## src/rtl/ram_stream_pkg.sv

```systemverilog
// Shared types and default widths for the RAM stream reader.
package ram_stream_pkg;

    localparam int DEF_RAM_WIDTH = 16;
    localparam int DEF_ADDR_LINE = 8;

    typedef enum logic [1:0] {
        ST_IDLE  = 2'd0,
        ST_RUN   = 2'd1,
        ST_DRAIN = 2'd2
    } state_t;

endpackage

```

## src/rtl/stream_skid_fifo.sv

```systemverilog
// Two-entry buffer between the RAM read port and the output stream.
// The caller guarantees it never pushes into a full buffer nor pops an empty one.
module stream_skid_fifo #(
    parameter int WIDTH = 16
) (
    input  logic             clk,
    input  logic             rst,
    input  logic             push,
    input  logic [WIDTH-1:0] push_data,
    input  logic             push_last,
    input  logic             pop,
    output logic [1:0]       occupancy,
    output logic [WIDTH-1:0] head_data,
    output logic             head_last
);

    logic [WIDTH:0] slot [2];
    logic           wr_ptr;
    logic           rd_ptr;
    logic [1:0]     count;

    // Pointer and occupancy bookkeeping; reset flushes the buffer.
    always_ff @(posedge clk) begin
        if (rst) begin
            wr_ptr <= 1'b0;
            rd_ptr <= 1'b0;
            count  <= 2'd0;
        end else begin
            if (push) wr_ptr <= ~wr_ptr;
            if (pop)  rd_ptr <= ~rd_ptr;
            case ({push, pop})
                2'b10:   count <= count + 2'd1;
                2'b01:   count <= count - 2'd1;
                default: count <= count;
            endcase
        end
    end

    // Storage slots carry the word plus its end-of-burst flag.
    always_ff @(posedge clk) begin
        if (push) slot[wr_ptr] <= {push_last, push_data};
    end

    assign occupancy = count;
    assign head_data = slot[rd_ptr][WIDTH-1:0];
    assign head_last = slot[rd_ptr][WIDTH];

endmodule

```

## src/rtl/ram_stream_reader.sv

```systemverilog
// Streams a burst of words from a synchronous-read RAM onto a valid/ready port.
// Optional feature: define RAM_STREAM_REVERSE_EN to add the 'reverse' input,
// which makes the burst read descending addresses.
module ram_stream_reader
    import ram_stream_pkg::*;
#(
    parameter int RAM_WIDTH = DEF_RAM_WIDTH,
    parameter int ADDR_LINE = DEF_ADDR_LINE
) (
    input  logic                 clk,
    input  logic                 rst,
    input  logic                 start,
    input  logic [ADDR_LINE-1:0] base_addr,
    input  logic [ADDR_LINE:0]   word_cnt,
`ifdef RAM_STREAM_REVERSE_EN
    input  logic                 reverse,
`endif
    output logic                 busy,
    output logic                 done,
    output logic                 ram_rd_en,
    output logic [ADDR_LINE-1:0] ram_rd_addr,
    input  logic [RAM_WIDTH-1:0] ram_rd_data,
    output logic                 m_valid,
    input  logic                 m_ready,
    output logic [RAM_WIDTH-1:0] m_data,
    output logic                 m_last
);

    // state    | meaning
    // ST_IDLE  | waiting for start; the first read is issued in the accepting cycle
    // ST_RUN   | issuing reads while the buffer has room
    // ST_DRAIN | all reads issued, waiting for the last word to handshake

    localparam logic [ADDR_LINE:0]   CNT_ZERO = '0;
    localparam logic [ADDR_LINE:0]   CNT_ONE  = {{ADDR_LINE{1'b0}}, 1'b1};
    localparam logic [ADDR_LINE-1:0] ADDR_ONE = {{(ADDR_LINE-1){1'b0}}, 1'b1};

    state_t                 state;
    state_t                 state_nxt;
    logic [ADDR_LINE-1:0]   rd_addr;
    logic [ADDR_LINE:0]     reads_left;
    logic                   inflight;
    logic                   inflight_last;
    logic [1:0]             occ;
    logic [RAM_WIDTH-1:0]   head_data;
    logic                   head_last;
    logic                   pop;
    logic                   room;
    logic                   start_ok;
    logic                   issue;
    logic                   issue_last;
    logic [ADDR_LINE-1:0]   issue_addr;
    logic [ADDR_LINE-1:0]   step_addr;
    logic [2:0]             outstanding;
    logic                   dir_rev;

`ifdef RAM_STREAM_REVERSE_EN
    logic reverse_q;

    // Direction is latched with the burst so it cannot change mid-stream.
    always_ff @(posedge clk) begin
        if (rst) reverse_q <= 1'b0;
        else if (start_ok) reverse_q <= reverse;
    end

    assign dir_rev = (state == ST_IDLE) ? reverse : reverse_q;
`else
    assign dir_rev = 1'b0;
`endif

    // Words already owned by the reader: buffered plus the read in flight.
    assign outstanding = {1'b0, occ} + {2'b00, inflight};
    assign m_valid     = (occ != 2'd0);
    assign pop         = m_valid & m_ready;
    assign room        = (outstanding - {2'b00, pop}) < 3'd2;
    // The done cycle still counts as busy, so a start landing there is ignored.
    assign start_ok    = (state == ST_IDLE) & start & ~done & ~rst;
    assign step_addr   = dir_rev ? (issue_addr - ADDR_ONE) : (issue_addr + ADDR_ONE);

    // State register.
    always_ff @(posedge clk) begin
        if (rst) state <= ST_IDLE;
        else     state <= state_nxt;
    end

    // Next-state and read-issue decisions.
    always_comb begin
        state_nxt  = state;
        issue      = 1'b0;
        issue_last = 1'b0;
        issue_addr = rd_addr;
        case (state)
            ST_IDLE: begin
                if (start_ok && (word_cnt != CNT_ZERO)) begin
                    issue      = 1'b1;
                    issue_addr = base_addr;
                    issue_last = (word_cnt == CNT_ONE);
                    state_nxt  = ST_RUN;
                end
            end
            ST_RUN: begin
                if (reads_left == CNT_ZERO) begin
                    state_nxt = ST_DRAIN;
                end else if (room) begin
                    issue      = 1'b1;
                    issue_last = (reads_left == CNT_ONE);
                    if (reads_left == CNT_ONE) state_nxt = ST_DRAIN;
                end
            end
            ST_DRAIN: begin
                if (pop && m_last) state_nxt = ST_IDLE;
            end
            default: state_nxt = ST_IDLE;
        endcase
    end

    // Address/count tracking, in-flight read tracking and the done pulse.
    always_ff @(posedge clk) begin
        if (rst) begin
            rd_addr       <= '0;
            reads_left    <= '0;
            inflight      <= 1'b0;
            inflight_last <= 1'b0;
            done          <= 1'b0;
        end else begin
            inflight      <= issue;
            inflight_last <= issue_last;
            if (issue) rd_addr <= step_addr;
            if (issue) begin
                if (state == ST_IDLE) reads_left <= word_cnt - CNT_ONE;
                else                  reads_left <= reads_left - CNT_ONE;
            end
            done <= (start_ok && (word_cnt == CNT_ZERO)) ||
                    ((state != ST_IDLE) && pop && m_last);
        end
    end

    stream_skid_fifo #(.WIDTH(RAM_WIDTH)) u_fifo (
        .clk       (clk),
        .rst       (rst),
        .push      (inflight),
        .push_data (ram_rd_data),
        .push_last (inflight_last),
        .pop       (pop),
        .occupancy (occ),
        .head_data (head_data),
        .head_last (head_last)
    );

    assign busy        = (state != ST_IDLE) | done;
    assign ram_rd_en   = issue;
    assign ram_rd_addr = issue ? issue_addr : '0;
    assign m_data      = m_valid ? head_data : '0;
    assign m_last      = m_valid & head_last;

endmodule

```

## config.mk

```make
export PLATFORM = sky130hd
export DESIGN_NAME = ram_stream_reader
export DESIGN_NICKNAME = d
export VERILOG_FILES = /design/src/rtl/ram_stream_pkg.sv /design/src/rtl/stream_skid_fifo.sv /design/src/rtl/ram_stream_reader.sv
export SDC_FILE = /design/constraint.sdc
export NUM_CORES = 1
export LEC_CHECK = 0
export CORE_UTILIZATION = 55
export DETAILED_ROUTE_END_ITERATION = 8
export GPL_TIMING_DRIVEN = 0
export HOLD_SLACK_MARGIN = 0.1
export PLACE_DENSITY = 0.84
export SLEW_MARGIN = 5
export SYNTH_ARGS = -nofsm -noshare
export SYNTH_HDL_FRONTEND = slang
export SYNTH_HIERARCHICAL = 1
export SYNTH_SLANG_ARGS = --single-unit
```

## constraint.sdc

```tcl
create_clock -name clk -period 5.63 [get_ports clk]
set_clock_uncertainty 0.05 [all_clocks]
set_input_delay 0.8445 -clock clk [delete_from_list [all_inputs] [get_ports clk]]
set_output_delay 0.8445 -clock clk [all_outputs]
set_load 0.01 [all_outputs]
```

# After elaboration in Yosys (flattened, before gate mapping)
# Memory sizes are Yosys's and may differ from the RTL's. A register that Yosys moved wholly into a read port is not among the register bits.
# Cells that the tools add are included.
# Widths: inputs -> output; s select.
[op_classes] n_lt_le_gt_ge=1 eq_ne=10 n_addsub=7 bitwise_logic=10 muxes=24 reduce_logical=14
[ops] op="$mux 8" n=3
[ops] op="$eq 9x1->1 const B" n=2
[ops] op="$logic_not 9->1" n=2
[ops] op="$sub 9x1->9 const B" n=2
[ops] op="$mux 16" n=1
[ops] op="$mux 1" n=10
[ops] op="$mux 2" n=5
[ops] op="$mux 9" n=1
[ops] op="$reduce_bool 9->1" n=1
[ops] op="$add 8x1->8 const B" n=1
[ops] op="$ne 3x3->1 const B" n=2
[ops] op="$pmux 2 s3" n=1
[ops] op="$reduce_bool 2->1" n=3
[ops] op="$and 1x1->1" n=5
[ops] op="$logic_and 1x1->1" n=5
[ops] op="$eq 2x1->1 const B" n=2
[ops] op="$eq 2x2->1 const B" n=2
[ops] op="$ne 2x2->1 const B" n=2
[ops] op="$not 1->1" n=4
[ops] op="$pmux 1 s2" n=2
[ops] op="$pmux 2 s2" n=1
[ops] op="$reduce_and 4->1" n=1
[ops] op="$add 2x1->3" n=1
[ops] op="$lt 3x2->1 const B" n=1
[ops] op="6 further kinds" n=6
[word_totals] memories=1 wordCells=76 regBits=26 out_inout_bits=29 inputBits=37 ram_bits=34
[mem_list] name="u_fifo.slot" words=2 word_bits=17 read_ports=1 rd_ports_with_merged_regs=1 wr=1 line="stream_skid_fifo.sv:17" text="logic [WIDTH:0] slot [2];"

# Depth between registers and ports, before layout
[depth] ltp_word=8 mapped_depth=12 ltp_nobuf=11

# Modules after synthesis
# The synthesis kept the hierarchy.
[by_module_without_submodules] mod="ram_stream_reader" area_per_inst_um2=1774.2 seq_area_each_um2=440.4 cells_per_inst=240 n_inst=1
[by_module_without_submodules] mod="stream_skid_fifo" area_per_inst_um2=1417.6 seq_area_each_um2=1121.1 cells_per_inst=73 n_inst=1

# Least setup slack after synthesis
# Ideal clock, no wire load.
[synth_path] kind="input to output" start="input m_ready" end="output ram_rd_addr[4]" required_time_ns=4.736 path_buffers=1 cell_stages=10 arrival_ns=2.732 setup_slack_ns=2.003 path_cell_list="nand2_1 nor2_1 o21ai_0 fa_1 xnor2_1 nand3_1 a211oi_4 nor2_4 buf_4 a21oi_1"
[synth_via] elab_chain_len=7
[synth_rtl] item="start, declared" line="ram_stream_reader.sv:24" text="input logic m_ready,"
[synth_rtl] item="$and 1x1->1" line="ram_stream_reader.sv:74" text="assign pop = m_valid & m_ready;"
[synth_rtl] item="$sub 3x1->3" line="ram_stream_reader.sv:75" text="assign room = (outstanding - {2'b00, pop}) < 3'd2;"
[synth_rtl] item="$lt 3x2->1" line="ram_stream_reader.sv:75"
[synth_rtl] item="$mux 1" line="ram_stream_reader.sv:104" text="end else if (room) begin"
[synth_rtl] item="$mux 1" line="ram_stream_reader.sv:102" text="if (reads_left == CNT_ZERO) begin"
[synth_rtl] item="$pmux 1 s2" line="ram_stream_reader.sv:92" text="case (state)"
[synth_rtl] item="$mux 8" line="ram_stream_reader.sv:152" text="assign ram_rd_addr = issue ? issue_addr : '0;"
[synth_rtl] item="end, declared" line="ram_stream_reader.sv:21" text="output logic [ADDR_LINE-1:0] ram_rd_addr,"
# Every way passes these cells.

# Worst setup path in the final report
[layout_path] start="input m_ready" end="output ram_rd_addr[1]"
# The elaborated chain is that of the path after synthesis.

==> impl_metrics.yaml <==
power:
  p_leak_nw: 1.471
  cell_internal_pwr_mw: 1.065
  switching_power_mw: 0.5050
  cellPowerDensity_nw_per_um2: 377.5
  combinationalPowerShare: 0.363
  power_switching_share: 0.3216
  vdd.ir_drop.worst_v: 0.0002134
  pwr-share-clk: 0.276
  power.sequential.fraction: 0.362
  power.total_mw: 1.570
layout:
  commonest_non_fill_non_tap_cell_in_the_layout: "clkdlybuf4s50_1"
  number_of_antenna_repair_diodes: 0
  layout_common_cells: "clkdlybuf4s50_1 (65), edfxtp_1 (34), nand2_1 (28)"
  synthToLayoutAreaGrowth_pct: 30.30
  register_area_sq_um: 1562
  num-fill-cells: 399
  multi_input_gate_area_in_the_final_layout_sq_um: 1524
  post_route_cells_drive_above_1_share: 0.1269
  finalInstanceArea_sq_um: 4159
  final_net_count: 435
placed_design:
  dpl_worst_slack_ns: 0.7122
  place.detailed.hpwl_um: 4937
  gp_congestion: 0.8221
  placed_cell_area_sq_um: 3935
  numPortBuffers: 65
sta:
  max_freq_mhz: 201.8
  timing.final.hold_violations: 0
  fin_worst_setup_slack_ns: 0.6753
  worst_slew_pin_slew_ns: 0.8958
  min_period_ns: 4.955
  timing.setup.tns_ns: 0
  final-setup-viol-count: 0
  slew-limit-headroom: 0.3973
  period_share: 0.8801
  final_max_slew_viol_count: 0
  grt_setup_unrepaired: "false"
setup_path:
  timing.critical_path.cells: "clkdlybuf4s50_1, nand2_1, nor2_1, o21ai_0, fa_1, xnor2_1, nand3_1, a211oi_4, nor2_4, inv_2, buf_6, and2_1, clkdlybuf4s50_1"
  worstPathArrival_ns: 4.06
  required_arrival_time_at_the_worst_endpoint_ns: 4.74
  timing.critical_path.slowest_stage_cell: "a211oi_4"
  end_kind: "primary output"
  cp_max_fo: 10
  worst_setup_path_start_kind: "input port"
  critPathMostFrequentCell: "clkdlybuf4s50_1"
  crit_path_max_incr_delay_ns: 0.55
  worst-setup-path-type: "in2out"
logic_synthesis:
  postSynthCellCount: 313
  postSynthRegisterBits: 61
  netlist-cell-type-count: 52
  synthesis.yosys.warnings: 6
  synth_seq_area_share: 0.4892
  synth-async-reset-ratio: 0
  synth_enable_flop_cells: 34
  synthFlopType: "edfxtp_1"
  syn-mean-instance-area_sq_um: 10.20
  netlist_area_sq_um: 3192
  synth_fp_nets: 359
detailed_routing:
  wire_length_per_cell_um: 14.99
  num_vias: 2577
  totalWireLength_um: 6987
  drc: 0
  ant_nets: 0
  detailedRoute.firstIterationViolations: 124
  detail_route.first_pass.iterations: 4
  post_drt_via_cell_ratio: 5.530
floorplan:
  die_area_sq_um: 6112
  die_width_um: 78.18
  start_util: 0.5761
  die_h_um: 78.18
  core.rowCount: 27
  design.core.area_sq_um: 5540
  boundaryPins: 66
grt:
  first_pass_grt_wire_length_um: 11360
  antenna_found_initial: 0
  grt_max_degree: 18
  global_route_usage_sum: 0.2474
  via_count_of_the_first_global_routing_pass: 2493
  grt-ovfl-total: 0
clock_network:
  cts-buffers-inserted: 9
  ctsHoldBuffers: 0
  clock-root-buffer: "clkbuf_8"
  cts.clk_slew.worst_paths_ns: 0.07
  clock_network_latency_to_the_later_pin_of_the_worst_skew_pair_ns: 0.34
  tritoncts: "yes"
  cts_setup_buffers: 0
  cts.repair.resized: 0
  cts-htree-levels: 3
  cts_num_sinks: 61
  clock_tree.buffer_depth: 2
worst_hold_path:
  hold_class: "reg2reg"
job:
  timing.max_cap.violations: 0
run_status:
  status: "finished clean"
==> Yosys cell counts (2+ instances only) <==
| cell | number | share of area |
|---|---|---|
| ha_1 | 8 | 0.031 |
| edfxtp_1 | 34 | 0.32 |
| nor3_1 | 10 | 0.016 |
| nand2_1 | 28 | 0.033 |
| nor4_1 | 3 | 0.0059 |
| o21ai_0 | 15 | 0.024 |
| clkbuf_1 | 8 | 0.0094 |
| buf_4 | 2 | 0.0047 |
| o22ai_1 | 4 | 0.0078 |
| a21oi_1 | 19 | 0.030 |
| nor3b_1 | 2 | 0.0047 |
| a22o_1 | 5 | 0.014 |
| mux2i_1 | 3 | 0.0094 |
| a31oi_1 | 4 | 0.0078 |
| buf_2 | 3 | 0.0047 |
| dfxtp_1 | 27 | 0.17 |
| nor2_1 | 28 | 0.033 |
| mux2_2 | 17 | 0.060 |
| xor2_1 | 9 | 0.025 |
| a211oi_1 | 2 | 0.0047 |
| and2_1 | 20 | 0.039 |
| inv_1 | 9 | 0.011 |
| nand2b_1 | 2 | 0.0039 |
| xnor2_1 | 8 | 0.022 |
| or3_1 | 3 | 0.0059 |
| or2_2 | 2 | 0.0039 |
| and3_1 | 2 | 0.0039 |
| nand4_1 | 5 | 0.0098 |
| nand3_1 | 8 | 0.013 |
==> worst max-delay path, delay by kind of cell <==
kind            cells  cell delay (ns)
xor+xnor            1             0.18
buf+inv             4             1.29
fa+ha+maj           1             0.39
simple gates        5             0.66
compound gates      2             0.69
==> power groups by stage <==
stage	clock network (mW)	logic [mW]	registers (mW)
after global routing	0.457	0.625	0.575
after detailed placement	0	0.564	0.575
after global placement	0	0.550	0.572
after CTS	0.437	0.570	0.567
final	0.433	0.569	0.568
after floorplan	0	0.360	0.565
==> kinds of logic (layout without fill, tap and decap cells) <==
logic type      count (synthesis)  after routing  synth area share
flops                          61             61            0.4892
xor+xnor                       17             17           0.04665
fa+ha+maj                       9              9           0.03763
simple gates                  123            123            0.2062
buf+inv                        24            105           0.03410
mux                            20             20           0.06938
compound gates                 59             59            0.1168
==> layout make-up <==
cell class / count / share of cell area
timing repair buffer: 65 / 0.1564
buffer: 14 / 0.01715
multi-input combinational: 228 / 0.3664
clock buffer: 10 / 0.03309
sequential: 61 / 0.3755
tap: 72 / 0.02166
inverter: 10 / 0.009025
clock inverter: 6 / 0.02076
==> layer usage <==
metal	wire length, um	up-vias	track usage
li1	-	1270	-
met1	2957	1196	0.2910
met4	125	0	0.1111
met2	3520	101	0.4289
met5	0	-	0
met3	384	10	0.05698
==> registers in the layout, summed over array words and instances (netlist names), 2 cells and up, named ones only <==
signal and flops:
state 2, u_fifo/occupancy 2, rd_addr 8, reads_left 9, u_fifo/slot 34
==> stage by stage <==
stage / hold slack (ns) / cells / util
final: 0.3827 / 466 / 0.7507
after global routing: 0.4070 / 466 / 0.7507
after CTS: 0.3828 / 466 / 0.7507
after detailed placement: 0.3664 / 450 / 0.7103
after global placement: 0.3613 / 450 / 0.7098
after floorplan: 0.3537 / 313 / -
==> worst paths after layout <==
path	cells past startpoint	slack, ns	start	end
worst min-delay path	0	0.38	inflight_last$_SDFF_PP0_	u_fifo/slot[0][16]$_DFFE_PP_
worst max register to register	12	2.68	state[1]$_SDFFE_PP0P_	rd_addr[6]$_SDFFE_PP0P_
worst min register to register	0	0.38	inflight_last$_SDFF_PP0_	u_fifo/slot[0][16]$_DFFE_PP_
worst max-delay path	13	0.68	m_ready	ram_rd_addr[1]
Note: power is estimated with default switching activity, not from simulation.
